--- src/rtl/alu_instr_sequencer.sv ---
// Control sequencer for three-register ALU instructions on the bus-based datapath.
// Walks T0-T5 per instruction with a memory-ready wait in T1, opcode trapping and run/step modes.
module alu_instr_sequencer #(
  parameter int unsigned DATA_WIDTH  = 32,
  parameter int unsigned NUM_REGS    = 16,
  parameter int unsigned SEL_WIDTH   = 4,
  parameter int unsigned OPC_WIDTH   = 5,
  parameter int unsigned MEM_TIMEOUT = 15
) (
  input  logic                  Clock,
  input  logic                  Reset,
  input  logic                  start,
  input  logic                  run,
  input  logic                  mem_ready,
  input  logic [DATA_WIDTH-1:0] IR,
  output logic                  PCout,
  output logic                  Zlowout,
  output logic                  MDRout,
  output logic                  MARin,
  output logic                  Zin,
  output logic                  PCin,
  output logic                  MDRin,
  output logic                  IRin,
  output logic                  Yin,
  output logic                  IncPC,
  output logic                  Read,
  output logic [NUM_REGS-1:0]   Rin,
  output logic [NUM_REGS-1:0]   Rout,
  output logic [2:0]            alu_op,
  output logic                  busy,
  output logic                  done,
  output logic                  illegal_op,
  output logic                  mem_error
);

  localparam int unsigned RA_MSB  = DATA_WIDTH - OPC_WIDTH - 1;
  localparam int unsigned RB_MSB  = RA_MSB - SEL_WIDTH;
  localparam int unsigned RC_MSB  = RB_MSB - SEL_WIDTH;
  localparam int unsigned LOW_MSB = RC_MSB - SEL_WIDTH;
  localparam int unsigned CNT_W   = (MEM_TIMEOUT > 1) ? $clog2(MEM_TIMEOUT) : 1;

  typedef enum logic [2:0] {
    S_IDLE, S_T0, S_T1, S_T2, S_T3, S_T4, S_T5
  } state_e;

  state_e             state_q;
  logic [CNT_W-1:0]   wait_cnt_q;
  logic               illegal_op_q;
  logic               mem_error_q;

  logic [OPC_WIDTH-1:0] op;
  logic [SEL_WIDTH-1:0] ra, rb, rc;
  logic                 op_legal;
  logic [2:0]           op_code;
  logic                 unused_ir_low;

  assign op            = IR[DATA_WIDTH-1 -: OPC_WIDTH];
  assign ra            = IR[RA_MSB -: SEL_WIDTH];
  assign rb            = IR[RB_MSB -: SEL_WIDTH];
  assign rc            = IR[RC_MSB -: SEL_WIDTH];
  assign unused_ir_low = ^IR[LOW_MSB:0];

  // Select fields at or beyond NUM_REGS address nothing.
  function automatic logic [NUM_REGS-1:0] sel_onehot(input logic [SEL_WIDTH-1:0] sel);
    logic [NUM_REGS-1:0] oh;
    oh = '0;
    for (int unsigned i = 0; i < NUM_REGS; i++) begin
      oh[i] = (32'(sel) == i);
    end
    return oh;
  endfunction

  always_comb begin
    op_code = 3'd0;
    case (op)
      OPC_WIDTH'(3): op_code = 3'd1;
      OPC_WIDTH'(4): op_code = 3'd2;
      OPC_WIDTH'(5): op_code = 3'd3;
      OPC_WIDTH'(6): op_code = 3'd4;
      default:       op_code = 3'd0;
    endcase
  end

  assign op_legal = (op_code != 3'd0);

  // State, T1 wait counter and sticky error flags.
  always_ff @(posedge Clock) begin
    if (Reset) begin
      state_q      <= S_IDLE;
      wait_cnt_q   <= '0;
      illegal_op_q <= 1'b0;
      mem_error_q  <= 1'b0;
    end else begin
      case (state_q)
        S_IDLE: begin
          if (start) begin
            state_q      <= S_T0;
            wait_cnt_q   <= '0;
            illegal_op_q <= 1'b0;
            mem_error_q  <= 1'b0;
          end
        end
        S_T0: state_q <= S_T1;
        S_T1: begin
          if (mem_ready) begin
            state_q    <= S_T2;
            wait_cnt_q <= '0;
          end else if (wait_cnt_q == CNT_W'(MEM_TIMEOUT - 1)) begin
            state_q     <= S_IDLE;
            wait_cnt_q  <= '0;
            mem_error_q <= 1'b1;
          end else begin
            wait_cnt_q <= wait_cnt_q + CNT_W'(1);
          end
        end
        S_T2: state_q <= S_T3;
        S_T3: begin
          if (op_legal) begin
            state_q <= S_T4;
          end else begin
            state_q      <= S_IDLE;
            illegal_op_q <= 1'b1;
          end
        end
        S_T4: state_q <= S_T5;
        S_T5: state_q <= run ? S_T0 : S_IDLE;
        default: state_q <= S_IDLE;
      endcase
    end
  end

  // Strobes decode directly from the registered state and IR fields.
  always_comb begin
    PCout   = 1'b0;
    Zlowout = 1'b0;
    MDRout  = 1'b0;
    MARin   = 1'b0;
    Zin     = 1'b0;
    PCin    = 1'b0;
    MDRin   = 1'b0;
    IRin    = 1'b0;
    Yin     = 1'b0;
    IncPC   = 1'b0;
    Read    = 1'b0;
    Rin     = '0;
    Rout    = '0;
    alu_op  = 3'd0;
    done    = 1'b0;
    case (state_q)
      S_T0: begin
        PCout = 1'b1;
        MARin = 1'b1;
        IncPC = 1'b1;
        Zin   = 1'b1;
      end
      S_T1: begin
        Zlowout = 1'b1;
        PCin    = 1'b1;
        Read    = 1'b1;
        MDRin   = 1'b1;
      end
      S_T2: begin
        MDRout = 1'b1;
        IRin   = 1'b1;
      end
      S_T3: begin
        Rout = sel_onehot(rb);
        Yin  = 1'b1;
      end
      S_T4: begin
        Rout   = sel_onehot(rc);
        Zin    = 1'b1;
        alu_op = op_code;
      end
      S_T5: begin
        Zlowout = 1'b1;
        Rin     = sel_onehot(ra);
        done    = 1'b1;
      end
      default: ;
    endcase
  end

  assign busy       = (state_q != S_IDLE);
  assign illegal_op = illegal_op_q;
  assign mem_error  = mem_error_q;

endmodule

--- config.mk ---
export PLATFORM = sky130hd
export DESIGN_NAME = alu_instr_sequencer
export DESIGN_NICKNAME = d
export VERILOG_FILES = /design/src/rtl/alu_instr_sequencer.sv
export SDC_FILE = /design/constraint.sdc
export NUM_CORES = 1
export LEC_CHECK = 0
export ABC_AREA = 1
export CORE_AREA = 2 2 61 63
export CTS_CLUSTER_DIAMETER = 40
export CTS_CLUSTER_SIZE = 40
export DETAILED_ROUTE_END_ITERATION = 12
export DIE_AREA = 0 0 63 65
export PLACE_DENSITY = 0.73
export RECOVER_POWER = 50
export SKIP_LAST_GASP = 1
export SLEW_MARGIN = 40
export SYNTH_ARGS = -nofsm -noshare
export SYNTH_HDL_FRONTEND = slang
export SYNTH_SLANG_ARGS = --single-unit
--- constraint.sdc ---
create_clock -name Clock -period 3.7 [get_ports Clock]
set_input_delay 0.37 -clock Clock [delete_from_list [all_inputs] [get_ports Clock]]
set_output_delay 0.37 -clock Clock [all_outputs]
set_load 0.1 [all_outputs]
# [Yosys cells after proc, flatten, opt, wreduce, memory -nomap -nowiden]
# Cells that the tools add are included.
[word_totals] memories=0 ram_bits=0 word_cells=107 input_bits=37 ff_bits=9 mem_bits_ro=0 output_inout_bits=50 latchBits=0
[classes] mux=27 order_cmp=0 reduce_logical=14 multipliers=0 n_eq_ne=61 shift=0 n_bitwise=0 div_mod_pow=0 n_addsub=1
[ops] op="$eq A4 B4 Y1 const B" n=25
[ops] op="$eq A4 B3 Y1 const B" n=12
[ops] op="$pmux W16 S2" n=1
[ops] op="$eq A4 B2 Y1 const B" n=6
[ops] op="$pmux W3 S7" n=1
[ops] op="$mux W16" n=1
[ops] op="$eq A5 B3 Y1 const B" n=3
[ops] op="$mux W3" n=5
[ops] op="$eq A4 B1 Y1 const B" n=3
[ops] op="$logic_not A4 Y1" n=3
[ops] op="$mux W1" n=12
[ops] op="$mux W4" n=3
[ops] op="$pmux W3 S4" n=1
[ops] op="$eq A3 B3 Y1 const B" n=3
[ops] op="$ne A2 B2 Y1 const B" n=4
[ops] op="$pmux W4 S2" n=1
[ops] op="$eq A3 B2 Y1 const B" n=2
[ops] op="$reduce_bool A3 Y1" n=2
[ops] op="$eq A5 B2 Y1 const B" n=1
[ops] op="$add A4 B1 Y4 const B" n=1
[ops] op="$pmux W1 S2" n=2
[ops] op="$reduce_and A2 Y1" n=2
[ops] op="$reduce_and A4 Y1" n=1
[ops] op="$reduce_bool A2 Y1" n=2
[ops] op="other kinds (5)" n=6

# [Logic depth before layout (Yosys ltp)]
# Gate-level depths: netlist of run 1.
[depth] word_depth=5 mapped_depth=9

# [Least setup slack after synthesis of run 1]
# OpenSTA, ideal clock, no wires.
[synth_path] path_kind="reg-to-output" startpoint="register state_q[1]" endpoint="output Rin[10]" path_buffers=1 stages_incl_launch_ff=8 required_ps=3330 arrival_ps=4343 setup_slack_ps=-1013 path_cell_list="dfxtp_1 buf_2 inv_1 nor2_1 nand2_1 inv_1 nand3_1 nor2_1"
[synth_between] elab_chain_len=2
[synth_lines] item="start, declared" line_no="46" source="state_e state_q;"
[synth_lines] item="start signal, assigned" line_no="126" source="S_T5: state_q <= run ? S_T0 : S_IDLE;"
[synth_lines] item="$eq A3 B3 Y1" line_no="149" source="case (state_q)"
[synth_lines] item="$mux W16" line_no="149"
[synth_lines] item="end, declared" line_no="27" source="output logic [NUM_REGS-1:0] Rin,"
# Every way passes these cells.

# [Final worst setup path of run 1]
[layout_path] startpoint="register state_q[2]" endpoint="output alu_op[1]"
[layout_between] elab_chain_len=2
[layout_lines] item="$eq A3 B3 Y1" line_no="149"
[layout_lines] item="$mux W3" line_no="149"
[layout_lines] item="end, declared" line_no="29" source="output logic [2:0] alu_op,"
# Every way passes these cells.

==> impl_metrics.json, run 1 <==
{
  "grt_pass1_vias": 1093,
  "cp.arrival_ns": 2.62,
  "status": "finished, final reports clean",
  "drt_pass1_iterations": 4,
  "drt_iter0_markers": 42,
  "finalSetupViolations": 0,
  "clk_latency_ns": 0.27,
  "wirelength_mm": 2.89,
  "period_share_pct": 80.9,
  "core_area_sq_mm": 0.00350,
  "hp-class": "flop to flop",
  "routabilityCongestion": 0.792,
  "tightest_slew_ns": 1.18,
  "post-dp-hpwl_mm": 2.42,
  "syn_inst": 173,
  "synth_edf_count": 0,
  "clock_path_buffers": 2,
  "num_rows": 22,
  "worstPathMaxFanout": 13,
  "worstSetupStartpointType": "flop",
  "die_y_um": 65,
  "clk_pin_slew_ns": 0.06,
  "grt_pass1_wl_mm": 4.80,
  "slew_viol_final": 0,
  "yosysMostFrequentCell": "nor2_1",
  "diodes": 0,
  "cts_setup_buffers": 0,
  "yosys.area.top_type": "nor2_1",
  "drc": 0,
  "die_x_um": 63,
  "drv_cap": 0,
  "cts_root_buf": "clkbuf_4",
  "ys_warn_count": 0,
  "clock.fmax_mhz": 334,
  "cts_sinks": 9,
  "drive_gt1_share_pct": 29.0,
  "grt_antenna_before_repair": 0,
  "detail-route-antenna-nets": 0,
  "hold_path.startpoint": "illegal_op$_SDFFE_PP0P_",
  "fin_ws_ns": 0.708,
  "final_util_pct": 47.4,
  "rr_endpoint": "state_q[0]$_SDFFE_PP0P_",
  "fillers": 379,
  "cts_tree": "done",
  "ys_top_cells_by_area": "nor2_1 (19%), dfxtp_1 (18%), nand2_1 (13%)",
  "synth-main-ff-cell": "dfxtp_1",
  "overflow": 0,
  "synth_top_area_share_pct": 19.1,
  "yosys-top-cells-count": "nor2_1 (50), nand2_1 (34), inv_1 (22)",
  "finalHoldViolCount": 0,
  "r2r_start": "state_q[2]$_SDFFE_PP0P_",
  "wl_per_cell_um": 9.99,
  "track_usage_pct": 14.2,
  "cts_resized": 0,
  "r2r_slack_ns": 2.01,
  "cts_made_buffers": 3,
  "syn_area_sq_um": 982,
  "rsz0062_at_grt": "no",
  "vias": 1261,
  "vias_per_cell": 4.36,
  "crit_end": "alu_op[1]",
  "die_area_sq_mm": 0.00410,
  "synthesis.nets": 212,
  "async_flop_share_pct": 0,
  "synth.distinct_cells": 26,
  "hold_buffers": 0,
  "p_leak_nw": 0.744,
  "min_period_ns": 2.99,
  "required_ns": 3.33,
  "synth_seq_cells": 9,
  "ir_drop_v": 0.000280,
  "initial_core_util_pct": 28.1,
  "grt_max_degree": 14,
  "fin_worst_skew_ns": 0.00115,
  "ys_seq_area_share_pct": 18.3,
  "io-pin-count": 87,
  "io_buffers": 71,
  "critPathKind": "flop to primary output",
  "avgSynthCellArea_sq_um": 5.68,
  "syn_to_final_growth_pct": 68.7,
  "cellPowerDensity_mw_per_mm2": 392,
  "worstRegToRegCells": 8,
  "power_w": 0.000650,
  "h-tree-depth": 1,
  "final_nets": 281,
  "slew_headroom_pct": 21.8,
  "cp-end-kind": "primary output",
  "crit_path_start": "state_q[2]$_SDFFE_PP0P_",
  "whs_ns": 0.478,
  "pre_cts_ws_ns": 1.49
}
## routing by layer
metal  global-route usage [%]  vias to the layer above  wire, um  share of wire (%)
li1                         -                      679         -                  -
met1                     18.8                      548      1330                 46
met3                     1.74                        5       113                3.9
met4                     5.28                        0        39                1.4
met2                     23.5                       29      1410                 49
met5                        0                        -         0                  0
## worst max-delay path, cell delays in order (launching register included)
cell and delay [ns]:
dfxtp_1 0.38, inv_1 0.13, nor2_1 0.50, nand2_4 0.25, nor3_2 0.20, clkbuf_1 0.88
## power breakdown
part           leakage, nW  total (W)  switching [W]  internal, W
combinational        0.655   0.000440       0.000369    0.0000713
clock               0.0150  0.0000791      0.0000374    0.0000418
sequential          0.0734   0.000130      0.0000181     0.000112
## state kept, by name, indices dropped and copies added (netlist names)
register    count
wait_cnt_q      4
state_q         3
mem_error       1
illegal_op      1
## worst min-delay path by stage
stage	end	cells past startpoint
finish	illegal_op$_SDFFE_PP0P_	2
floorplan	illegal_op$_SDFFE_PP0P_	1
detailed placement	illegal_op$_SDFFE_PP0P_	2
CTS	illegal_op$_SDFFE_PP0P_	2
global route	illegal_op$_SDFFE_PP0P_	2
global placement	illegal_op$_SDFFE_PP0P_	2
## per-stage QoR
stage	area [sq um]	setup TNS (ns)	std cells
2_1_floorplan	1110	-0.470	173
3_3_place_gp	1740	0	285
3_5_place_dp	1670	0	285
4_1_cts	1700	0	289
5_1_grt	1660	0	289
6_report	1660	0	289
## final cells by class
class                   count  area, sq um  share of cell area, %
multi-input cells         133          774                   46.8
repair buffers             71          526                   31.7
clock buffers               4         26.3                   1.59
flip-flops and latches      9          180                   10.9
inverters                  24         90.1                   5.44
well taps                  48         60.1                   3.63
## logic make-up after synthesis
| kind of cell | after synthesis | share of synthesized area (%) |
|---|---|---|
| AND/OR/NAND/NOR | 115 | 54.0 |
| buffers and inverters | 31 | 14.6 |
| AO/OA/AOI/OAI | 15 | 9.55 |
| flip-flops | 9 | 18.3 |
| adder cells (fa/ha/maj) | 2 | 2.55 |
| XOR/XNOR | 1 | 0.892 |
## cell usage in the layout, fill, tap and decap left out, types with 2 or more instances in the layout
cell             count
a21oi_1              4
buf_4               34
clkbuf_1            17
clkbuf_4             3
clkdlybuf4s50_1     21
dfxtp_1              9
ha_1                 2
inv_1               23
nand2_1             34
nand2_2              3
nand2_4              2
nand3_1             13
nand3_2              2
nand4_1              4
nor2_1              34
nor2_2               2
nor2_4              16
o21ai_0              4
o21ai_2              5
Note: power is estimated with default switching activity, not from simulation.
==> inputs of run 2 (changes only) <==
Clock period 3.7 ns to 2.9 ns, I/O delays scaled along.
==> impl_metrics.json, run 2 (synthesis results as in run 1) <==
{
  "mostFrequentLayoutCell": "nor2_1",
  "required_ns": 2.61,
  "critPathKind": "flop to primary output",
  "worstSetupStartpointType": "flop",
  "drv_cap": 0,
  "grt_antenna_before_repair": 0,
  "die_area_sq_mm": 0.00410,
  "cts_tree": "done",
  "hold_buffers": 0,
  "p_comb_share_pct": 67.7,
  "top_regs": "wait_cnt_q: 4 flops, state_q: 3 flops",
  "ir_drop_v": 0.000322,
  "die_x_um": 63,
  "overflow": 0,
  "drt_pass1_iterations": 6,
  "switching_share_pct": 65.4,
  "clk_latency_ns": 0.27,
  "switchingPower_w": 0.000548,
  "worstPathMaxFanout": 13,
  "final_cells": 289,
  "drive_gt1_share_pct": 33.6,
  "tightest_slew_ns": 1.20,
  "h-tree-depth": 1,
  "die_y_um": 65,
  "io-pin-count": 87,
  "grt_max_degree": 14,
  "clock_path_buffers": 2,
  "grt_pass1_vias": 1138,
  "post-dp-hpwl_mm": 2.45,
  "diodes": 0,
  "placed_cells": 285,
  "vias": 1240,
  "rsz0062_at_grt": "no",
  "cts_root_buf": "clkbuf_4",
  "fillers": 380,
  "cts_made_buffers": 3,
  "finalSetupViolations": 0,
  "slew_viol_final": 0,
  "clk_pin_slew_ns": 0.06,
  "cts_sinks": 9,
  "clock_power_share_pct": 11.9,
  "slew_headroom_pct": 20.3,
  "drt_iter0_markers": 40,
  "cts_resized": 0,
  "clock.fmax_mhz": 414,
  "layout_common_cells": "nor2_1 (33), nand2_1 (32), buf_4 (30), inv_1 (22), clkdlybuf4s50_1 (21)",
  "internal_power_w": 0.000290,
  "final_nets": 281,
  "r2r_start": "state_q[0]$_SDFFE_PP0P_",
  "seqPwrFrac_pct": 20.4,
  "num_rows": 22,
  "p_leak_nw": 0.758,
  "cp.arrival_ns": 2.13,
  "fin_worst_skew_ns": 0.00454,
  "detail-route-antenna-nets": 0,
  "cp-end-kind": "primary output",
  "vias_per_cell": 4.29,
  "largest_reg_flops": 4,
  "cellPowerDensity_mw_per_mm2": 492,
  "cts_setup_buffers": 0,
  "syn_to_final_growth_pct": 73.6,
  "grt_pass1_wl_mm": 4.89,
  "crit_path_start": "state_q[2]$_SDFFE_PP0P_",
  "whs_ns": 0.470,
  "hp-class": "flop to flop",
  "initial_core_util_pct": 28.1,
  "regMostFlops": "wait_cnt_q",
  "fin_ws_ns": 0.484,
  "io_buffers": 71,
  "wl_per_cell_um": 9.82,
  "track_usage_pct": 14.4,
  "drc": 0,
  "hold_path.startpoint": "mem_error$_SDFFE_PP0P_",
  "pre_cts_ws_ns": 0.868,
  "wirelength_mm": 2.84,
  "core_area_sq_mm": 0.00350,
  "status": "finished, final reports clean",
  "period_share_pct": 83.3,
  "finalHoldViolCount": 0,
  "min_period_ns": 2.42,
  "routabilityCongestion": 0.771,
  "tns_ns": 0
}
-- run 2: cell types whose count changed in the layout (fill, tap and decap cells not counted), sizes merged --
cell      before  now
clkinvlp       0    1
clkbuf        20   24
buf           34   30
inv           24   23
-- run 2: power groups by stage --
stage,combinational [W],sequential [W],clock (W)
after CTS,0.000609,0.000172,0.000102
after floorplan,0.000483,0.000190,0
after detailed placement,0.000606,0.000175,0
final,0.000567,0.000171,0.0000999
after global placement,0.000604,0.000174,0
after global routing,0.000603,0.000176,0.000106
-- run 2: layout make-up --
class | count | area [sq um] | share of cell area, %
tap | 48 | 60.1 | 3.52
sequential | 9 | 180 | 10.6
timing repair buffer | 71 | 519 | 30.4
inverter | 24 | 93.8 | 5.50
clock buffer | 4 | 26.3 | 1.54
multi-input combinational | 133 | 826 | 48.4
-- run 2: stage by stage --
| stage | area, sq um | utilization, % | power [W] |
|---|---|---|---|
| 3_5_place_dp | 1750 | 49.9 | 0.000780 |
| 5_1_grt | 1710 | 48.8 | 0.000886 |
| 6_report | 1710 | 48.8 | 0.000838 |
| 2_1_floorplan | 1150 | - | 0.000673 |
| 4_1_cts | 1770 | 50.7 | 0.000882 |
| 3_3_place_gp | 1750 | 49.9 | 0.000778 |
-- run 2: worst max-delay path, stage by stage (launching register included) --
cell	delay [ns]
dfxtp_1	0.39
inv_1	0.19
nor2_8	0.20
nand2_4	0.16
o21ai_2	0.21
nand3_1	0.14
nor2_1	0.11
clkbuf_2	0.46
-- run 2: path summary, 6_finish.rpt --
kind / to / slack [ns] / cells after the start
worst min register to register: mem_error$_SDFFE_PP0P_ / 0.47 / 2
worst min-delay path: mem_error$_SDFFE_PP0P_ / 0.47 / 2
worst max-delay path: Rout[2] / 0.48 / 7
worst max register to register: wait_cnt_q[1]$_SDFFE_PP0P_ / 1.46 / 5
-- run 2: layer usage --
layer  up-vias  global-route usage (%)  share of wire, %
met3         2                    1.56               6.6
met1       520                    16.8                44
met4         0                    5.00              0.35
li1        675                       -                 -
met5         -                       0                 0
met2        43                    26.9                49
